File: config.mk
export PLATFORM = sky130hd
export DESIGN_NAME = pwm_multi
export DESIGN_NICKNAME = d
export VERILOG_FILES = /design/src/rtl/pwm_multi.sv
export SDC_FILE = /design/constraint.sdc
export NUM_CORES = 1
export LEC_CHECK = 0
export BUFFER_PORTS_ARGS = -buffer_cell sky130_fd_sc_hd__buf_4
export CORE_UTILIZATION = 65
export CTS_CLUSTER_DIAMETER = 40
export DETAILED_ROUTE_END_ITERATION = 6
export GPL_TIMING_DRIVEN = 0
export PLACE_DENSITY = 0.92
export RECOVER_POWER = 25
export SYNTH_ARGS = -nofsm -noshare
export SYNTH_HDL_FRONTEND = slang
export SYNTH_SLANG_ARGS = --single-unit
File: constraint.sdc
create_clock -name clk -period 5.84 [get_ports clk]
set_clock_uncertainty 0.2 [all_clocks]
set_input_delay 0.292 -clock clk [delete_from_list [all_inputs] [get_ports clk]]
set_output_delay 0.292 -clock clk [all_outputs]
set_load 0.005 [all_outputs]
File: src/rtl/pwm_multi.sv
// Multi-channel PWM with a shared period counter.
// Edge- or center-aligned counting is selectable at run time, and each
// channel's duty is double-buffered. New duties and a new mode take effect
// only at a period boundary, so every period completes without glitches.
// The counter advances only on cycles where ena and step are both high.
module pwm_multi #(
  parameter int N        = 8,
  parameter int CHANNELS = 4,
  localparam int CW      = (CHANNELS > 1) ? $clog2(CHANNELS) : 1
) (
  input  logic                clk,
  input  logic                rst,
  input  logic                ena,
  input  logic                step,
  input  logic                mode,
  input  logic                wr_en,
  input  logic [CW-1:0]       wr_chan,
  input  logic [N-1:0]        wr_duty,
  output logic [CHANNELS-1:0] out,
  output logic                period_start
);

  localparam logic [N-1:0] ONE_CNT  = {{(N-1){1'b0}}, 1'b1};
  localparam logic [N-1:0] MAX_CNT  = {N{1'b1}};
  localparam logic [N-1:0] TOP_CNT  = MAX_CNT - ONE_CNT;
  localparam logic [CW:0]  CHAN_LIM = (CW+1)'(CHANNELS);

  logic [N-1:0]        cnt_r;
  logic                dir_r;          // 0 = counting up, 1 = counting down
  logic                mode_act_r;     // mode applied to the running period
  logic                ena_q_r;        // ena from the previous cycle, for rise detection
  logic [N-1:0]        pending_r [CHANNELS];
  logic [N-1:0]        active_r  [CHANNELS];
  logic [CHANNELS-1:0] out_r;
  logic                period_start_r;

  logic                wr_hit_s;
  logic                advance_s;
  logic                boundary_s;
  logic [N-1:0]        pending_nxt_s [CHANNELS];
  logic [CHANNELS-1:0] out_nxt_s;

  // Decode the write, the advance and the period boundary (the advance that returns cnt to 0).
  always_comb begin
    wr_hit_s   = wr_en & ({1'b0, wr_chan} < CHAN_LIM);
    advance_s  = ena & step;
    boundary_s = advance_s & (mode_act_r ? (dir_r & (cnt_r == ONE_CNT))
                                         : (cnt_r == TOP_CNT));
  end

  // Next pending duties, with the same-cycle write folded in so a boundary load sees it.
  always_comb begin
    for (int i = 0; i < CHANNELS; i++) begin
      pending_nxt_s[i] = (wr_hit_s && (wr_chan == CW'(i))) ? wr_duty : pending_r[i];
    end
  end

  // Compare the current count against each active duty.
  always_comb begin
    for (int i = 0; i < CHANNELS; i++) begin
      out_nxt_s[i] = ena & (cnt_r < active_r[i]);
    end
  end

  // Shared period counter, count direction and latched mode.
  always_ff @(posedge clk) begin
    if (rst) begin
      cnt_r      <= {N{1'b0}};
      dir_r      <= 1'b0;
      mode_act_r <= 1'b0;
    end else if (!ena) begin
      cnt_r      <= {N{1'b0}};
      dir_r      <= 1'b0;
      mode_act_r <= mode;
    end else if (boundary_s) begin
      cnt_r      <= {N{1'b0}};
      dir_r      <= 1'b0;
      mode_act_r <= mode;
    end else if (advance_s) begin
      if (mode_act_r && !dir_r && (cnt_r == TOP_CNT)) begin
        // Turn around at the top: the peak value is shown only once.
        cnt_r <= cnt_r - ONE_CNT;
        dir_r <= 1'b1;
      end else if (dir_r) begin
        cnt_r <= cnt_r - ONE_CNT;
        dir_r <= 1'b1;
      end else begin
        cnt_r <= cnt_r + ONE_CNT;
        dir_r <= 1'b0;
      end
    end else begin
      cnt_r      <= cnt_r;
      dir_r      <= dir_r;
      mode_act_r <= mode_act_r;
    end
  end

  // Double-buffered duties: writes land in pending; active copies pending at boundaries or while disabled.
  always_ff @(posedge clk) begin
    if (rst) begin
      for (int i = 0; i < CHANNELS; i++) begin
        pending_r[i] <= {N{1'b0}};
        active_r[i]  <= {N{1'b0}};
      end
    end else begin
      for (int i = 0; i < CHANNELS; i++) begin
        pending_r[i] <= pending_nxt_s[i];
        if (!ena || boundary_s) begin
          active_r[i] <= pending_nxt_s[i];
        end else begin
          active_r[i] <= active_r[i];
        end
      end
    end
  end

  // Registered PWM outputs, plus the period-start pulse on a boundary or on the rise of ena.
  always_ff @(posedge clk) begin
    if (rst) begin
      out_r          <= {CHANNELS{1'b0}};
      period_start_r <= 1'b0;
      ena_q_r        <= 1'b0;
    end else begin
      out_r          <= out_nxt_s;
      period_start_r <= ena & (boundary_s | ~ena_q_r);
      ena_q_r        <= ena;
    end
  end

  assign out          = out_r;
  assign period_start = period_start_r;

endmodule
Word-level counts from Yosys, hierarchy flattened
Memory sizes are Yosys's and may differ from the RTL's.
Index checks and enable logic that the tools add are counted.
{"block": "totals", "inputBits": 16, "register_bits": 16, "elab_cells": 86, "out_inout_bits": 5, "mem_bits_rw": 64, "mem_count": 2}
{"block": "classes", "addsub": 2, "order_cmp": 4, "reduce_logical": 11, "n_mux": 32, "n_eq_ne": 6, "bitwise": 23}
{"memory": "active_r", "depth": 4, "word_bits": 8, "rd": 4, "rd_clocked_by_memory_dff": 0, "wr": 4, "line": "33", "rtl": "logic [N-1:0] active_r [CHANNELS];"}
{"memory": "pending_r", "depth": 4, "word_bits": 8, "rd": 4, "rd_clocked_by_memory_dff": 0, "wr": 4, "line": "32", "rtl": "logic [N-1:0] pending_r [CHANNELS];"}
{"op": "$mux 8", "count": 18}
{"op": "$lt 8x8->1", "count": 4}
{"op": "$mux 1", "count": 14}
{"op": "$or 1x1->1", "count": 13}
{"op": "$add 8x1->8 const B", "count": 1}
{"op": "$and 1x1->1", "count": 8}
{"op": "$eq 8x1->1 const B", "count": 1}
{"op": "$eq 8x8->1 const B", "count": 1}
{"op": "$sub 8x1->8 const B", "count": 1}
{"op": "$logic_and 1x1->1", "count": 6}
{"op": "$eq 2x2->1 const B", "count": 2}
{"op": "$reduce_or 3->1", "count": 1}
{"op": "$eq 2x1->1 const B", "count": 1}
{"op": "$logic_not 1->1", "count": 2}
{"op": "$logic_not 2->1", "count": 1}
{"op": "$ne 2x1->1 const B", "count": 1}
{"op": "$not 1->1", "count": 2}
{"op": "$logic_or 1x1->1", "count": 1}

Logic depth before layout (Yosys ltp)
{"block": "depth", "word_depth": 10, "ltp_mapped": 9, "ltp_nobuf": 6}

Worst setup path after synthesis
No wires, ideal clock.
{"block": "synth_timing", "kind": "flip-flop to flip-flop", "startpoint": "register cnt_r[0]", "endpoint": "register cnt_r[5]", "n_path_buf": 2, "setup_time_ns": 0.122, "setup_slack_ns": 2.802, "t_required_ns": 5.518, "synth_period_minus_slack_ns": 3.038, "path_stages_with_launch": 9, "t_arrival_ns": 2.716, "cell_sequence": "dfxtp_1 > clkbuf_1 > inv_1 > ha_1 > and4_1 > clkbuf_2 > nand4b_2 > nand3_1 > a221oi_1"}
{"block": "synth_between", "elab_chain_len": 5, "elab_cells_between_ends": 11, "cone_classes": "add/sub: 2; eq/ne: 2; mux: 3; bitwise: 2; reduce/logical: 2"}
{"element": "start: declaration", "line": "28", "rtl": "logic [N-1:0] cnt_r;"}
{"element": "start signal: assignment", "line": "68", "rtl": "cnt_r <= {N{1'b0}};"}
{"element": "start signal: assignment", "line": "72", "rtl": "cnt_r <= {N{1'b0}};"}
{"element": "start signal: assignment", "line": "76", "rtl": "cnt_r <= {N{1'b0}};"}
{"element": "branches (longest 5 deep; another with $add 8x1->8)"}
Parallel ways; which one is timed is not known.
A chain may end at the register's enable or synchronous reset.

Final worst setup path
Ends and elaborated chain as after synthesis.

==> flow_summary.toml <==
[run_status]
outcome = "finished, final reports clean"

[global_routing]
overflow = 0
grt_pass1_wl_mm = 14.0
grt_antenna_before_repair = 0
grt_pass1_vias = 2805
grt_max_degree = 38
grt_use_total_pct = 30.1

[setup_path]
crit_slowest_cell = "nand3_2"
end_kind = "register"
cp_max_fo = 37
reg2reg_from = "cnt_r[0]$_SDFFE_PP0P_"
crit_type = "reg2reg"
path_buf_inv = 3
worstPathArrival_ns = 3.38
crit_chain = "clkbuf_1, inv_1, ha_1, and4_1, clkbuf_2, nand4b_2, nand3_2, a221oi_1"
start_kind = "register"
cp-startpoint = "cnt_r[0]$_SDFFE_PP0P_"
required_ns = 5.89
max_stage_delay_ns = 0.77
cp_top_family = "simple AND/OR/NAND/NOR gates"

[timing]
fmax_ghz = 0.301
setup_viol_count_final = 0
period_share_pct = 56.9
finalHoldViolations = 0
rsz0062_at_grt = "false"
slew_headroom_pct = 37.3
tightest_slew_ns = 0.940
tns_ns = 0
period_needed_ns = 3.32
slew_violations = 0

[clock_network]
root_buffer = "clkbuf_8"
cts_tree = "done"
post_cts_buffers = 0
cts-hold-fix-buffers = 0
cts_max_path_buffers = 2
clk_latency_ns = 0.36
clock-sinks = 80
h-tree-depth = 3
cts_buffers = 9
ctsResizeCount = 0
clkTransAtPathRegs_ns = 0.09

[synthesis]
synth_area_per_cell_um2 = 10.3
syn_inst = 381
synth_top_cell_by_area = "dfxtp_1"
synthesis.area_mm2 = 0.00391
yosysWarnings = 0
synthArstFlopShare_pct = 0
yosysSeqAreaShare_pct = 49.1
synth_edf_count = 32
synth-seq-cells = 80
synth_top_area_share_pct = 24.6
ys.flop_type = "dfxtp_1"
synth_area_leaders = "dfxtp_1, edfxtp_1, ha_1"
synth.most_common_cell = "nor2_1"
synth_common_cells = "nor2_1, dfxtp_1, mux2i_1"
synth_nets = 429
synth.distinct_cells = 46

[floorplanning]
rows = 27
coreArea_mm2 = 0.00564
die_x_um = 79.6
die_area_mm2 = 0.00633
ios = 21
die_h_um = 79.6
start_util_pct = 69.4

[power]
p_leak_nw = 2.00
sequentialPowerShare_pct = 53.3
pwr-share-clk_pct = 38.1
p_int_uw = 851
swShare_pct = 26.1
power.density_mw_per_mm2 = 264
ir_drop_mv = 0.213
p_switching_uw = 300
combPwrFrac_pct = 8.6

[cells_and_area]
diodes = 0
design_area_mm2 = 0.00436
nets = 460
drive_gt1_share_pct = 11.0
area_growth_syn_to_layout_pct = 11.3

[run]
max_cap_violations = 0

[drt]
ant_nets = 0
vias_per_cell = 5.92
drt_wl_total_mm = 8.48
wl_per_cell_um = 17.3
vias = 2893
drt_first_pass_iters = 4
drtIter0Drc = 300
drc_errors = 0

[place]
dpl.hpwl_mm = 5.56
gp_congestion = 0.861
place_area_mm2 = 0.00416
portBuffers = 20

[min_path]
min_from = "mode"
worstHoldPathType = "in2reg"
[through the flow]
step	instances	hold WS (ns)	utilization [%]	power [mW]	setup slack (ns)
global placement	473	0.210	73.6	0.718	2.03
CTS	489	0.0182	77.4	1.15	2.54
finish	489	0.0259	77.2	1.15	2.52
global route	489	0.0380	77.2	1.18	2.30
floorplan	381	0.199	-	0.686	2.80
detailed placement	473	0.238	73.7	0.723	2.59
[state kept, by name, indices dropped and copies added (netlist names)]
signal / cells
active_r: 32
cnt_r: 8
dir_r: 1
ena_q_r: 1
mode_act_r: 1
out: 4
pending_r: 32
period_start: 1
[final timing paths]
path,end,slack (ns),cells past startpoint
max,cnt_r[5]$_SDFFE_PP0P_,2.52,8
min,mode_act_r$_SDFFE_PP0P_,0.03,3
max reg2reg,cnt_r[5]$_SDFFE_PP0P_,2.52,8
min reg2reg,period_start$_SDFF_PP0_,0.24,1
[tightest hold or removal path, cell delays in order]
cell and delay (ns):
buf_4 0.12, nand2b_1 0.07, mux2i_1 0.07
[per-layer routing]
layer / vias up / track usage, % / wire length [um]
li1: 1401 / - / -
met1: 1389 / 39.5 / 3740
met2: 89 / 50.1 / 4150
met3: 14 / 4.23 / 453
met4: 0 / 11.8 / 138
met5: - / 0 / 0
[final cells by class]
class / instances / area [um^2]
clock inverters: 7 / 85.1
plain buffers: 20 / 97.6
inverters: 32 / 120
flip-flops and latches: 80 / 1920
clock buffers: 9 / 124
fillers: 367 / 1290
multi-input cells: 249 / 1780
well taps: 72 / 90.1
repair buffers: 20 / 139
[cell usage in the layout (no fill, tap or decap), types with 3 or more instances in the layout]
master and n:
nand2_1 8, a21o_1 5, a31oi_1 6, buf_4 13, a211o_1 4, clkbuf_8 9
nand2b_1 8, inv_1 32, nand3b_1 3, a211oi_1 5, a21oi_1 5, mux2i_1 40
clkbuf_4 5, nor3_1 11, nand4_1 4, clkbuf_1 16, nand3_1 14, and3_1 4
o31ai_1 4, ha_1 32, nor2_1 72, dfxtp_1 48, edfxtp_1 32
[power by group through the flow]
stage               Sequential, mW  Combinational, mW  Clock, mW
floorplan                    0.624             0.0621          0
global placement             0.625             0.0923          0
detailed placement           0.626             0.0965          0
CTS                          0.614             0.0990      0.438
global route                 0.616              0.109      0.457
finish                       0.614             0.0987      0.438
[cell families after synthesis]
group / Yosys count / synth area share, %
xor+xnor: 1 / 0.224
mux: 40 / 10.2
compound gates: 38 / 7.45
flops: 80 / 49.1
simple gates: 138 / 17.2
buf+inv: 52 / 5.56
fa+ha+maj: 32 / 10.2
No activity file was read; power rests on OpenSTA's default activity.
